[src/rtl/ps2_rx_fifo_pkg.sv]
// Shared PS/2 receiver definitions: frame constants and the deserializer state set.
package ps2_pkg;

  localparam int PS2_FRAME_BITS = 11;
  localparam int PS2_DATA_BITS  = 8;

  typedef enum logic [1:0] {
    ST_IDLE   = 2'd0,
    ST_DATA   = 2'd1,
    ST_PARITY = 2'd2,
    ST_STOP   = 2'd3
  } ps2_state_e;

endpackage

[src/rtl/ps2_rx_fifo_if.sv]
// CPU-facing key register bus: pop/clear strobes in, head byte and status out.
interface ps2_rx_fifo_if #(
  parameter int FIFO_DEPTH = 4
);
  logic                          RD;
  logic                          CLR;
  logic [7:0]                    DATA;
  logic                          VALID;
  logic [$clog2(FIFO_DEPTH):0]   COUNT;
  logic                          INTR;
  logic                          PAR_ERR;
  logic                          FRM_ERR;
  logic                          OVF;

  modport master (
    output RD, CLR,
    input  DATA, VALID, COUNT, INTR, PAR_ERR, FRM_ERR, OVF
  );

  modport slave (
    input  RD, CLR,
    output DATA, VALID, COUNT, INTR, PAR_ERR, FRM_ERR, OVF
  );
endinterface

[src/rtl/ps2_rx_fifo_byte_fifo.sv]
// Small byte FIFO; a pop in the same cycle as a push to a full FIFO frees the slot first.
module ps2_byte_fifo #(
  parameter int FIFO_DEPTH = 4
) (
  input  logic                          CLK,
  input  logic                          RST_N,
  input  logic                          push,
  input  logic                          pop,
  input  logic [7:0]                    din,
  output logic [7:0]                    dout,
  output logic [$clog2(FIFO_DEPTH):0]   count,
  output logic                          full,
  output logic                          empty
);
  localparam int AW = $clog2(FIFO_DEPTH);
  localparam int CW = AW + 1;

  logic [7:0]    mem_q [FIFO_DEPTH];
  logic [AW-1:0] wr_q, rd_q;
  logic [CW-1:0] cnt_q, cnt_d;
  logic          pop_ok, push_ok;

  assign empty   = (cnt_q == '0);
  assign full    = (cnt_q == CW'(FIFO_DEPTH));
  assign pop_ok  = pop & ~empty;
  assign push_ok = push & (~full | pop_ok);
  assign dout    = empty ? 8'h00 : mem_q[rd_q];
  assign count   = cnt_q;

  // Next occupancy from the accepted push/pop pair.
  always_comb begin
    cnt_d = cnt_q;
    case ({push_ok, pop_ok})
      2'b10:   cnt_d = cnt_q + CW'(1);
      2'b01:   cnt_d = cnt_q - CW'(1);
      default: cnt_d = cnt_q;
    endcase
  end

  // Pointer and occupancy registers; pointers wrap naturally at the power-of-two depth.
  always_ff @(posedge CLK or negedge RST_N) begin
    if (!RST_N) begin
      wr_q  <= '0;
      rd_q  <= '0;
      cnt_q <= '0;
    end else begin
      if (push_ok) wr_q <= wr_q + AW'(1);
      if (pop_ok)  rd_q <= rd_q + AW'(1);
      cnt_q <= cnt_d;
    end
  end

  // Storage array carries data only, so it needs no reset.
  always_ff @(posedge CLK) begin
    if (push_ok) mem_q[wr_q] <= din;
  end
endmodule

[src/rtl/ps2_rx_fifo.sv]
// PS/2 keyboard receiver: synchronize, de-glitch, deserialize 11-bit frames, queue good bytes.
module ps2_rx_fifo
  import ps2_pkg::*;
#(
  parameter int FILTER_LEN     = 8,
  parameter int TIMEOUT_CYCLES = 50000,
  parameter int FIFO_DEPTH     = 4
) (
  input  logic          CLK,
  input  logic          RST_N,
  input  logic          PS2Clk,
  input  logic          PS2Data,
  ps2_rx_fifo_if.slave  bus
);
  localparam int FW = $clog2(FILTER_LEN + 1);
  localparam int TW = $clog2(TIMEOUT_CYCLES + 1);

  logic          clk_s1_q, clk_s2_q, dat_s1_q, dat_s2_q;
  logic          filt_q, filt_prev_q;
  logic [FW-1:0] fcnt_q;
  logic          fall;

  ps2_state_e    state_q, state_d;
  logic [2:0]    bcnt_q, bcnt_d;
  logic [TW-1:0] tmo_q, tmo_d;
  logic [PS2_DATA_BITS-1:0] shift_q, shift_d, pbyte_q, pbyte_d;
  logic          par_q, par_d;
  logic          push_q, push_d;
  logic          frm_set, par_set, ovf_set;
  logic          intr_q, par_err_q, frm_err_q, ovf_q;

  logic [7:0]    f_dout;
  logic          f_full, f_empty, accepted;

  // Two-flop synchronizers idle high like the open-collector PS/2 lines.
  always_ff @(posedge CLK or negedge RST_N) begin
    if (!RST_N) begin
      clk_s1_q <= 1'b1;
      clk_s2_q <= 1'b1;
      dat_s1_q <= 1'b1;
      dat_s2_q <= 1'b1;
    end else begin
      clk_s1_q <= PS2Clk;
      clk_s2_q <= clk_s1_q;
      dat_s1_q <= PS2Data;
      dat_s2_q <= dat_s1_q;
    end
  end

  // Filtered clock follows the synchronized level only after FILTER_LEN consecutive differing cycles.
  always_ff @(posedge CLK or negedge RST_N) begin
    if (!RST_N) begin
      filt_q      <= 1'b1;
      filt_prev_q <= 1'b1;
      fcnt_q      <= '0;
    end else begin
      filt_prev_q <= filt_q;
      if (clk_s2_q != filt_q) begin
        if (fcnt_q == FW'(FILTER_LEN - 1)) begin
          filt_q <= clk_s2_q;
          fcnt_q <= '0;
        end else begin
          fcnt_q <= fcnt_q + FW'(1);
        end
      end else begin
        fcnt_q <= '0;
      end
    end
  end

  assign fall = filt_prev_q & ~filt_q;

  // Frame deserializer with a mid-frame watchdog; the stop-bit Fall schedules the push one cycle later.
  always_comb begin
    state_d = state_q;
    bcnt_d  = bcnt_q;
    shift_d = shift_q;
    par_d   = par_q;
    pbyte_d = pbyte_q;
    push_d  = 1'b0;
    frm_set = 1'b0;
    par_set = 1'b0;
    tmo_d   = (state_q == ST_IDLE || fall) ? '0 : tmo_q + TW'(1);
    case (state_q)
      ST_IDLE: if (fall) begin
        if (!dat_s2_q) begin
          state_d = ST_DATA;
          bcnt_d  = 3'd0;
        end else begin
          frm_set = 1'b1;
        end
      end
      ST_DATA: if (fall) begin
        shift_d[bcnt_q] = dat_s2_q;
        bcnt_d = bcnt_q + 3'd1;
        if (bcnt_q == 3'd7) state_d = ST_PARITY;
      end
      ST_PARITY: if (fall) begin
        par_d   = dat_s2_q;
        state_d = ST_STOP;
      end
      ST_STOP: if (fall) begin
        state_d = ST_IDLE;
        if (!dat_s2_q) begin
          frm_set = 1'b1;
        end else if (^{shift_q, par_q} != 1'b1) begin
          par_set = 1'b1;
        end else begin
          push_d  = 1'b1;
          pbyte_d = shift_q;
        end
      end
      default: state_d = ST_IDLE;
    endcase
    if (state_q != ST_IDLE && !fall && tmo_q == TW'(TIMEOUT_CYCLES - 1)) begin
      state_d = ST_IDLE;
      frm_set = 1'b1;
      tmo_d   = '0;
    end
  end

  // Control state of the deserializer.
  always_ff @(posedge CLK or negedge RST_N) begin
    if (!RST_N) begin
      state_q <= ST_IDLE;
      bcnt_q  <= 3'd0;
      tmo_q   <= '0;
      push_q  <= 1'b0;
    end else begin
      state_q <= state_d;
      bcnt_q  <= bcnt_d;
      tmo_q   <= tmo_d;
      push_q  <= push_d;
    end
  end

  // Shift register, parity bit and pending byte are pure data.
  always_ff @(posedge CLK) begin
    shift_q <= shift_d;
    par_q   <= par_d;
    pbyte_q <= pbyte_d;
  end

  ps2_byte_fifo #(.FIFO_DEPTH(FIFO_DEPTH)) u_fifo (
    .CLK   (CLK),
    .RST_N (RST_N),
    .push  (push_q),
    .pop   (bus.RD),
    .din   (pbyte_q),
    .dout  (f_dout),
    .count (bus.COUNT),
    .full  (f_full),
    .empty (f_empty)
  );

  assign accepted = push_q & (~f_full | bus.RD);
  assign ovf_set  = push_q & f_full & ~bus.RD;

  // Interrupt pulse lands on the first cycle the new byte is visible; sticky flags let set beat clear.
  always_ff @(posedge CLK or negedge RST_N) begin
    if (!RST_N) begin
      intr_q    <= 1'b0;
      par_err_q <= 1'b0;
      frm_err_q <= 1'b0;
      ovf_q     <= 1'b0;
    end else begin
      intr_q    <= accepted;
      par_err_q <= par_set | (par_err_q & ~bus.CLR);
      frm_err_q <= frm_set | (frm_err_q & ~bus.CLR);
      ovf_q     <= ovf_set | (ovf_q & ~bus.CLR);
    end
  end

  assign bus.DATA    = f_dout;
  assign bus.VALID   = ~f_empty;
  assign bus.INTR    = intr_q;
  assign bus.PAR_ERR = par_err_q;
  assign bus.FRM_ERR = frm_err_q;
  assign bus.OVF     = ovf_q;
endmodule

[src/flat_wrapper.sv]
// flat-port wrapper written by rule: the top's interface ports become plain ports
module ps2_rx_fifo_flat import ps2_pkg::*;
#(
  parameter int FILTER_LEN     = 8,
  parameter int TIMEOUT_CYCLES = 50000,
  parameter int FIFO_DEPTH     = 4
)
  (CLK, RST_N, PS2Clk, PS2Data, bus_RD, bus_CLR, bus_DATA, bus_VALID, bus_COUNT, bus_INTR, bus_PAR_ERR, bus_FRM_ERR, bus_OVF);
  ps2_rx_fifo_if #(.FIFO_DEPTH(FIFO_DEPTH)) bus_i ();
  input  logic CLK;
  input  logic RST_N;
  input  logic PS2Clk;
  input  logic PS2Data;
  input wire logic [$bits(bus_i.RD)-1:0] bus_RD;
  input wire logic [$bits(bus_i.CLR)-1:0] bus_CLR;
  output wire logic [$bits(bus_i.DATA)-1:0] bus_DATA;
  output wire logic [$bits(bus_i.VALID)-1:0] bus_VALID;
  output wire logic [$bits(bus_i.COUNT)-1:0] bus_COUNT;
  output wire logic [$bits(bus_i.INTR)-1:0] bus_INTR;
  output wire logic [$bits(bus_i.PAR_ERR)-1:0] bus_PAR_ERR;
  output wire logic [$bits(bus_i.FRM_ERR)-1:0] bus_FRM_ERR;
  output wire logic [$bits(bus_i.OVF)-1:0] bus_OVF;
  assign bus_i.RD = bus_RD;
  assign bus_i.CLR = bus_CLR;
  assign bus_DATA = bus_i.DATA;
  assign bus_VALID = bus_i.VALID;
  assign bus_COUNT = bus_i.COUNT;
  assign bus_INTR = bus_i.INTR;
  assign bus_PAR_ERR = bus_i.PAR_ERR;
  assign bus_FRM_ERR = bus_i.FRM_ERR;
  assign bus_OVF = bus_i.OVF;
  ps2_rx_fifo #(.FILTER_LEN(FILTER_LEN), .TIMEOUT_CYCLES(TIMEOUT_CYCLES), .FIFO_DEPTH(FIFO_DEPTH)) u_core (.CLK(CLK), .RST_N(RST_N), .PS2Clk(PS2Clk), .PS2Data(PS2Data), .bus(bus_i));
endmodule
[config.mk]
export PLATFORM = sky130hd
export DESIGN_NAME = ps2_rx_fifo_flat
export DESIGN_NICKNAME = d
export VERILOG_FILES = /design/src/rtl/ps2_rx_fifo_pkg.sv /design/src/rtl/ps2_rx_fifo_if.sv /design/src/rtl/ps2_rx_fifo_byte_fifo.sv /design/src/rtl/ps2_rx_fifo.sv /design/src/flat_wrapper.sv
export SDC_FILE = /design/constraint.sdc
export NUM_CORES = 1
export LEC_CHECK = 0
export ABC_AREA = 1
export CAP_MARGIN = 20
export CORE_MARGIN = 3
export CORE_UTILIZATION = 50
export CTS_CLUSTER_DIAMETER = 30
export DETAILED_ROUTE_END_ITERATION = 10
export GPL_ROUTABILITY_DRIVEN = 0
export GPL_TIMING_DRIVEN = 0
export MAX_ROUTING_LAYER = met4
export PLACE_DENSITY = 0.72
export SLEW_MARGIN = 40
export SYNTH_ARGS = -nofsm -noshare
export SYNTH_HDL_FRONTEND = slang
export SYNTH_HIERARCHICAL = 1
export SYNTH_SLANG_ARGS = --single-unit
[constraint.sdc]
create_clock -name CLK -period 4.2 [get_ports CLK]
set_input_delay 1.05 -clock CLK [delete_from_list [all_inputs] [get_ports CLK]]
set_output_delay 1.05 -clock CLK [all_outputs]
set_load 0.005 [all_outputs]
==> results of run 1 <==
[through the flow]
stage               std cells  hold WS, ps  total power [W]
floorplan                 419          345          0.00171
global placement          542          347          0.00201
detailed placement        542          347          0.00204
CTS                       558          362          0.00263
global route              558          366          0.00279
finish                    558          361          0.00259
[state kept, by name, indices dropped and copies added, names as in the netlist, 2 cells and up]
name	cells
u_core/u_fifo/rd_q	2
u_core/u_fifo/count	3
u_core/bcnt_q	3
u_core/tmo_q	16
u_core/u_fifo/mem_q	32
u_core/u_fifo/wr_q	2
u_core/shift_q	8
u_core/pbyte_q	8
u_core/fcnt_q	4
u_core/state_q	2
[logic make-up (layout without fill, tap and decap cells)]
family                     Yosys count  count (layout)  synth area share [%]
adders and majority gates           14              14                  4.30
xor gates and xnor gates            12              12                  2.48
and+or+nand+nor                    193             193                  20.7
DFF                                 92              92                  60.2
AOI/OAI and AO/OA                   47              47                  6.49
buffers and inverters               61              98                  5.81
[cell usage after synthesis, drive strengths merged (4+ instances only)]
| master | instances | area, sq um |
|---|---|---|
| nand3 | 22 | 130 |
| inv | 56 | 210 |
| buf | 4 | 31.3 |
| xnor2 | 4 | 35.0 |
| o21ai | 24 | 135 |
| edfxtp | 49 | 1470 |
| a21oi | 18 | 101 |
| nand4 | 6 | 37.5 |
| nor3 | 7 | 45.0 |
| nand2 | 72 | 295 |
| ha | 13 | 163 |
| dfstp | 6 | 158 |
| xor2 | 8 | 70.1 |
| dfrtp | 37 | 926 |
| nor2 | 81 | 332 |
[worst reg2reg max path: stages (launching register included)]
cell and delay, ps:
dfstp_2 670, nand2_1 80, nor2_1 150, inv_1 70, nor2_1 490
[layer usage]
| metal | wire [um] | part of all wire (%) | global-route usage (%) |
|---|---|---|---|
| met5 | 0 | 0 | - |
| met1 | 3130 | 44 | 19.7 |
| met2 | 3620 | 51 | 27.0 |
| met4 | 78 | 1.1 | 6.93 |
| met3 | 334 | 4.7 | 4.00 |
[worst max path at each step]
stage | endpoint | slack, ps | cells after the start
floorplan | bus_DATA[1] | 2190 | 5
global placement | u_core/u_fifo/rd_q[0] | 990 | 1
detailed placement | u_core/u_fifo/mem_q[1][4] | 1340 | 3
CTS | bus_DATA[7] | 1080 | 6
global route | bus_DATA[2] | 990 | 6
finish | bus_DATA[7] | 1100 | 6
[final cells by class]
cell class | instances | area share [%]
clock inverter | 7 | 1.67
multi-input combinational | 266 | 30.2
tap | 102 | 2.67
buffer | 4 | 0.654
clock buffer | 9 | 2.59
inverter | 57 | 4.50
sequential | 92 | 53.4
timing repair buffer | 21 | 4.34
[power by group through the flow]
| stage | Sequential, W | Combinational, W | Clock [W] |
|---|---|---|---|
| floorplan | 0.00112 | 0.000590 | 0 |
| global placement | 0.00113 | 0.000882 | 0 |
| detailed placement | 0.00113 | 0.000910 | 0 |
| CTS | 0.00111 | 0.000915 | 0.000601 |
| global route | 0.00112 | 0.00103 | 0.000641 |
| finish | 0.00111 | 0.000904 | 0.000578 |
==> out/qor.yml, run 1 <==
grt_pass1_wl_um: 12200
grt-ovfl-total: 0
finalInstanceArea_sq_um: 4780
post_drt_via_cell_ratio: 5.02
dp_worst_setup_slack_ps: 1340
core_area_sq_um: 7970
power_frac_seq_pct: 42.9
clk_pin_slew_worst_paths_ps: 100
timing.max_cap.violations: 0
outcome: "complete, no violations"
slew_violations: 0
cts_sinks: 92
rrSetupSlack_ps: 2370
path_cells: "buf_4 -> inv_2 -> buf_4 -> o21ai_1 -> a21oi_1 -> clkdlybuf4s50_1"
crit_path_start: "u_core/u_fifo/rd_q[0]"
r2r_cells: 4
swShare_pct: 35.5
synth_nets: 439
postCtsSetupRepairBufs: 0
multi_input_comb_area_sq_um: 1440
grt_pass1_vias: 2710
portBuffers: 21
cts_resized: 0
synth_ff_type: "edfxtp_1"
fmax_ghz: 0.323
final_layout_size_suffix_gt1_share_pct: 13.2
pwr_density_cell_nw_per_um2: 542
syn-cell-area_sq_um: 4240
hp-start: "u_core/dat_s1_q"
remaining_drc_errors: 0
cts_tree: "done"
relSlewSlack_pct: 48.3
clock_path_buffers: 2
ctsHoldBuffers: 0
avgSynthCellArea_sq_um: 10.1
cts_root_buffer: "clkbuf_8"
leakagePower_nw: 2.00
final_common_cell: "nor2_1"
endpoint_kind: "primary output"
cts_made_buffers: 9
async_flop_share_pct: 46.7
hold_viol: 0
cp.buffers_inverters: 4
fill_cells: 641
cp_common_cell: "buf_4"
critPathMaxStageDelay_ps: 530
ant_nets: 0
dp_hpwl_um: 4960
antenna_found_initial: 0
finalCritPeriodShare_pct: 73.8
design.die.area_sq_um: 9630
place_area_sq_um: 4580
die_w_um: 98.1
worstHoldPathType: "register to register"
post-route-worst-setup-slack_ps: 1100
synth_cell_types: 38
layout_common_cells: "nor2_1 (74), nand2_1 (64), inv_1 (50)"
yosysWarnings: 6
period_minus_slack_ps: 3100
pwr-share-comb_pct: 34.9
timing.rr.end: "u_core/pbyte_q[5]"
pin_count: 22
ir_worst_vdd_v: 0.000255
hold_end: "u_core/dat_s2_q"
path_delay_family: "buffers and inverters"
rows: 32
start_kind: "register"
final_util_pct: 60.0
finalSetupTns_ps: 0
fp.dieH_um: 98.1
arrival_ps: 2050
nets: 471
clock_latency_ps: 360
drt_iter0_markers: 99
htreeDepth: 3
syn2layout_area_growth_pct: 12.7
grt_setup_unrepaired: "no"
routedWlPerCell_um: 12.8
worst_clock_skew_ps: 10.4
critPathMaxFanout: 10
vias: 2800
first_pass_iters: 4
hold_depth: 0
internal_power_w: 0.00167
ys_ff_latch: 92
grt_max_degree: 44
worstReg2RegStart: "u_core/dat_s2_q"
cpMaxStageDelayCell: "clkdlybuf4s50_1"
routed_wl_um: 7160
ys_seq_area_share_pct: 60.2
tightestPinTransition_ps: 773
critPathKind: "register to primary output"
setup_viol: 0
regArea_sq_um: 2550
track_usage_pct: 16.5
switching_power_w: 0.000922
clockPowerShare_pct: 22.3
start_util_pct: 53.3
synth_cells: 419
worst-endpoint-required_ps: 3150
diodes: 0
synth_edf_count: 49
No activity file was read; power rests on OpenSTA's default activity.
==> run 2, diff against run 1 <==
- PLACE_DENSITY: 0.72 -> 0.75
- clock period: 4.2 -> 2.55 ns (I/O delays scaled with it)
==> out/qor.yml, run 2 (synthesis results as in run 1) <==
fill_cells: 644  # +0.47%
endpoint_kind: "primary output"
reg_top3: "u_core/u_fifo/mem_q x32, u_core/tmo_q x16"
setup_viol: 0  # unchanged
period_minus_slack_ps: 2500
regMostFlops: "u_core/u_fifo/mem_q"
rows: 32  # unchanged
layout_common_cells: "nor2_1 (73), nand2_1 (64), inv_1 (49), edfxtp_1 (49), dfrtp_1 (36)"
grt-ovfl-total: 0  # unchanged
routedWlPerCell_um: 12.6  # -1.7%
cts_sinks: 92  # unchanged
slew_violations: 0  # unchanged
critPathKind: "register to primary output"
timing.max_cap.violations: 0  # unchanged
crit_end: "bus_DATA[4]"
antenna_found_initial: 0  # unchanged
grt_setup_unrepaired: "yes"
ir_worst_vdd_v: 0.000503  # +98%
diodes: 0  # unchanged
dp_hpwl_um: 4870  # -1.7%
fp.dieH_um: 98.1  # unchanged
place_area_sq_um: 4580  # unchanged
drt_iter0_markers: 136  # +37%
remaining_drc_errors: 0  # unchanged
pin_count: 22  # unchanged
relSlewSlack_pct: 47.9  # -0.42 points
whs_ps: 252  # -109 ps
internal_power_w: 0.00284  # +70%
finalSetupTns_ps: 0  # unchanged
htreeDepth: 3  # unchanged
worst-endpoint-required_ps: 1910  # -1240 ps
post-route-worst-setup-slack_ps: 49.6  # -1050 ps
switching_power_w: 0.00156  # +70%
worstReg2RegStart: "u_core/shift_q[2]"
fmax_ghz: 0.400
crit_path_start: "u_core/u_fifo/rd_q[1]"
portBuffers: 21  # unchanged
die_w_um: 98.1  # unchanged
routed_wl_um: 7130  # -0.46%
power_frac_seq_pct: 41.7  # -1.2 points
core_area_sq_um: 7970  # unchanged
track_usage_pct: 16.7  # +0.17 points
grt_max_degree: 44  # unchanged
grt_pass1_wl_um: 12600  # +3.5%
final_layout_size_suffix_gt1_share_pct: 15.3  # +2.2 points
ant_nets: 0  # unchanged
cts_made_buffers: 9  # unchanged
clk_pin_slew_worst_paths_ps: 100  # about the same
critPathMaxFanout: 7  # -3
clock_latency_ps: 360  # about the same
post_drt_via_cell_ratio: 5.07  # +1.1%
nets: 478  # +1.5%
vias: 2866  # +2.4%
worstHoldPathType: "input port to asynchronous set/reset pin"
dp_worst_setup_slack_ps: 131  # -1210 ps
pwr_density_cell_nw_per_um2: 906  # +67%
swShare_pct: 35.5  # about the same
pwr-share-comb_pct: 36.8  # +1.9 points
cts_tree: "done"
timing.rr.end: "u_core/pbyte_q[2]"
stdcell_count: 565  # +1.3%
outcome: "complete, no violations"
design.die.area_sq_um: 9630  # unchanged
finalInstanceArea_sq_um: 4860  # +1.7%
syn2layout_area_growth_pct: 14.6
largest_register_ff_count: 32  # unchanged
leakagePower_nw: 2.05  # +2.2%
first_pass_iters: 5  # +1
hold_viol: 0  # unchanged
rrSetupSlack_ps: 770  # -1600 ps
start_kind: "register"
start_util_pct: 53.3  # unchanged
finalCritPeriodShare_pct: 98.1
cts_root_buffer: "clkbuf_8"
clock_path_buffers: 2  # unchanged
tightestPinTransition_ps: 779  # +6.28 ps
final_common_cell: "nor2_1"
arrival_ps: 1860  # -190 ps
post-place-cells: 542  # unchanged
worst_clock_skew_ps: 12.5  # +2.12 ps
clockPowerShare_pct: 21.4  # -0.9 points
r2r_cells: 7  # +3
grt_pass1_vias: 2837  # +4.7%
[run 2: how the worst min path moves through the flow]
stage                        to
2_1_floorplan  u_core/bcnt_q[0]
3_3_place_gp    u_core/dat_s2_q
3_5_place_dp    u_core/clk_s2_q
4_1_cts        u_core/fcnt_q[1]
5_1_grt        u_core/fcnt_q[1]
6_report        u_core/tmo_q[8]
[run 2: routing by layer]
layer / wire length [um] / global-route usage [%] / vias up
met3: 308 / 3.43 / 16
met5: 0 / - / -
met4: 127 / 7.46 / 0
met1: 3190 / 20.9 / 1337
li1: - / - / 1446
met2: 3500 / 26.4 / 67
[run 2: area by class of cell]
class / instances / area, sq um / share of cell area [%]
Clock buffer: 9 / 124 / 2.55
Sequential cell: 92 / 2560 / 52.6
Inverter: 57 / 221 / 4.55
Multi-Input combinational cell: 266 / 1450 / 29.7
Buffer: 4 / 48.8 / 1.00
Clock inverter: 7 / 75.1 / 1.54
Timing Repair Buffer: 28 / 265 / 5.45
Tap cell: 102 / 128 / 2.62
[run 2: critical path: stages (launching register included)]
cell             delay [ps]
dfrtp_1                 360
buf_6                   120
clkinvlp_4              160
nor2_2                  140
o21ai_1                  70
a21oi_1                 140
clkdlybuf4s50_1         510
[run 2: repair_timing]
action                                  CTS  global route
cloned                                    0             0
gates resized for setup                   9             7
endpoints found under the hold margin     0             0
endpoints found under the setup margin    8             7
pin swaps                                 1             2
hold buffers                              0             0
setup buffers                             5             2
[run 2: metrics by stage]
| stage | power (W) | util [%] |
|---|---|---|
| 2_1_floorplan | 0.00282 | - |
| 4_1_cts | 0.00437 | 60.6 |
| 3_5_place_dp | 0.00337 | 57.5 |
| 6_report | 0.00441 | 61.0 |
| 5_1_grt | 0.00476 | 61.0 |
| 3_3_place_gp | 0.00331 | 57.5 |
[run 2: power by group through the flow]
stage / Sequential [W] / Combinational (W) / Clock (W)
after floorplan: 0.00184 / 0.000972 / 0
after global placement: 0.00186 / 0.00145 / 0
after detailed placement: 0.00186 / 0.00150 / 0
after CTS: 0.00184 / 0.00156 / 0.000973
after global routing: 0.00186 / 0.00185 / 0.00105
final: 0.00184 / 0.00162 / 0.000944
==> run 3, diff against run 2 <==
- GPL_ROUTABILITY_DRIVEN: 0 -> default
==> results of run 3 <==
Final layout, timing and power as in run 2 (identical DEF).
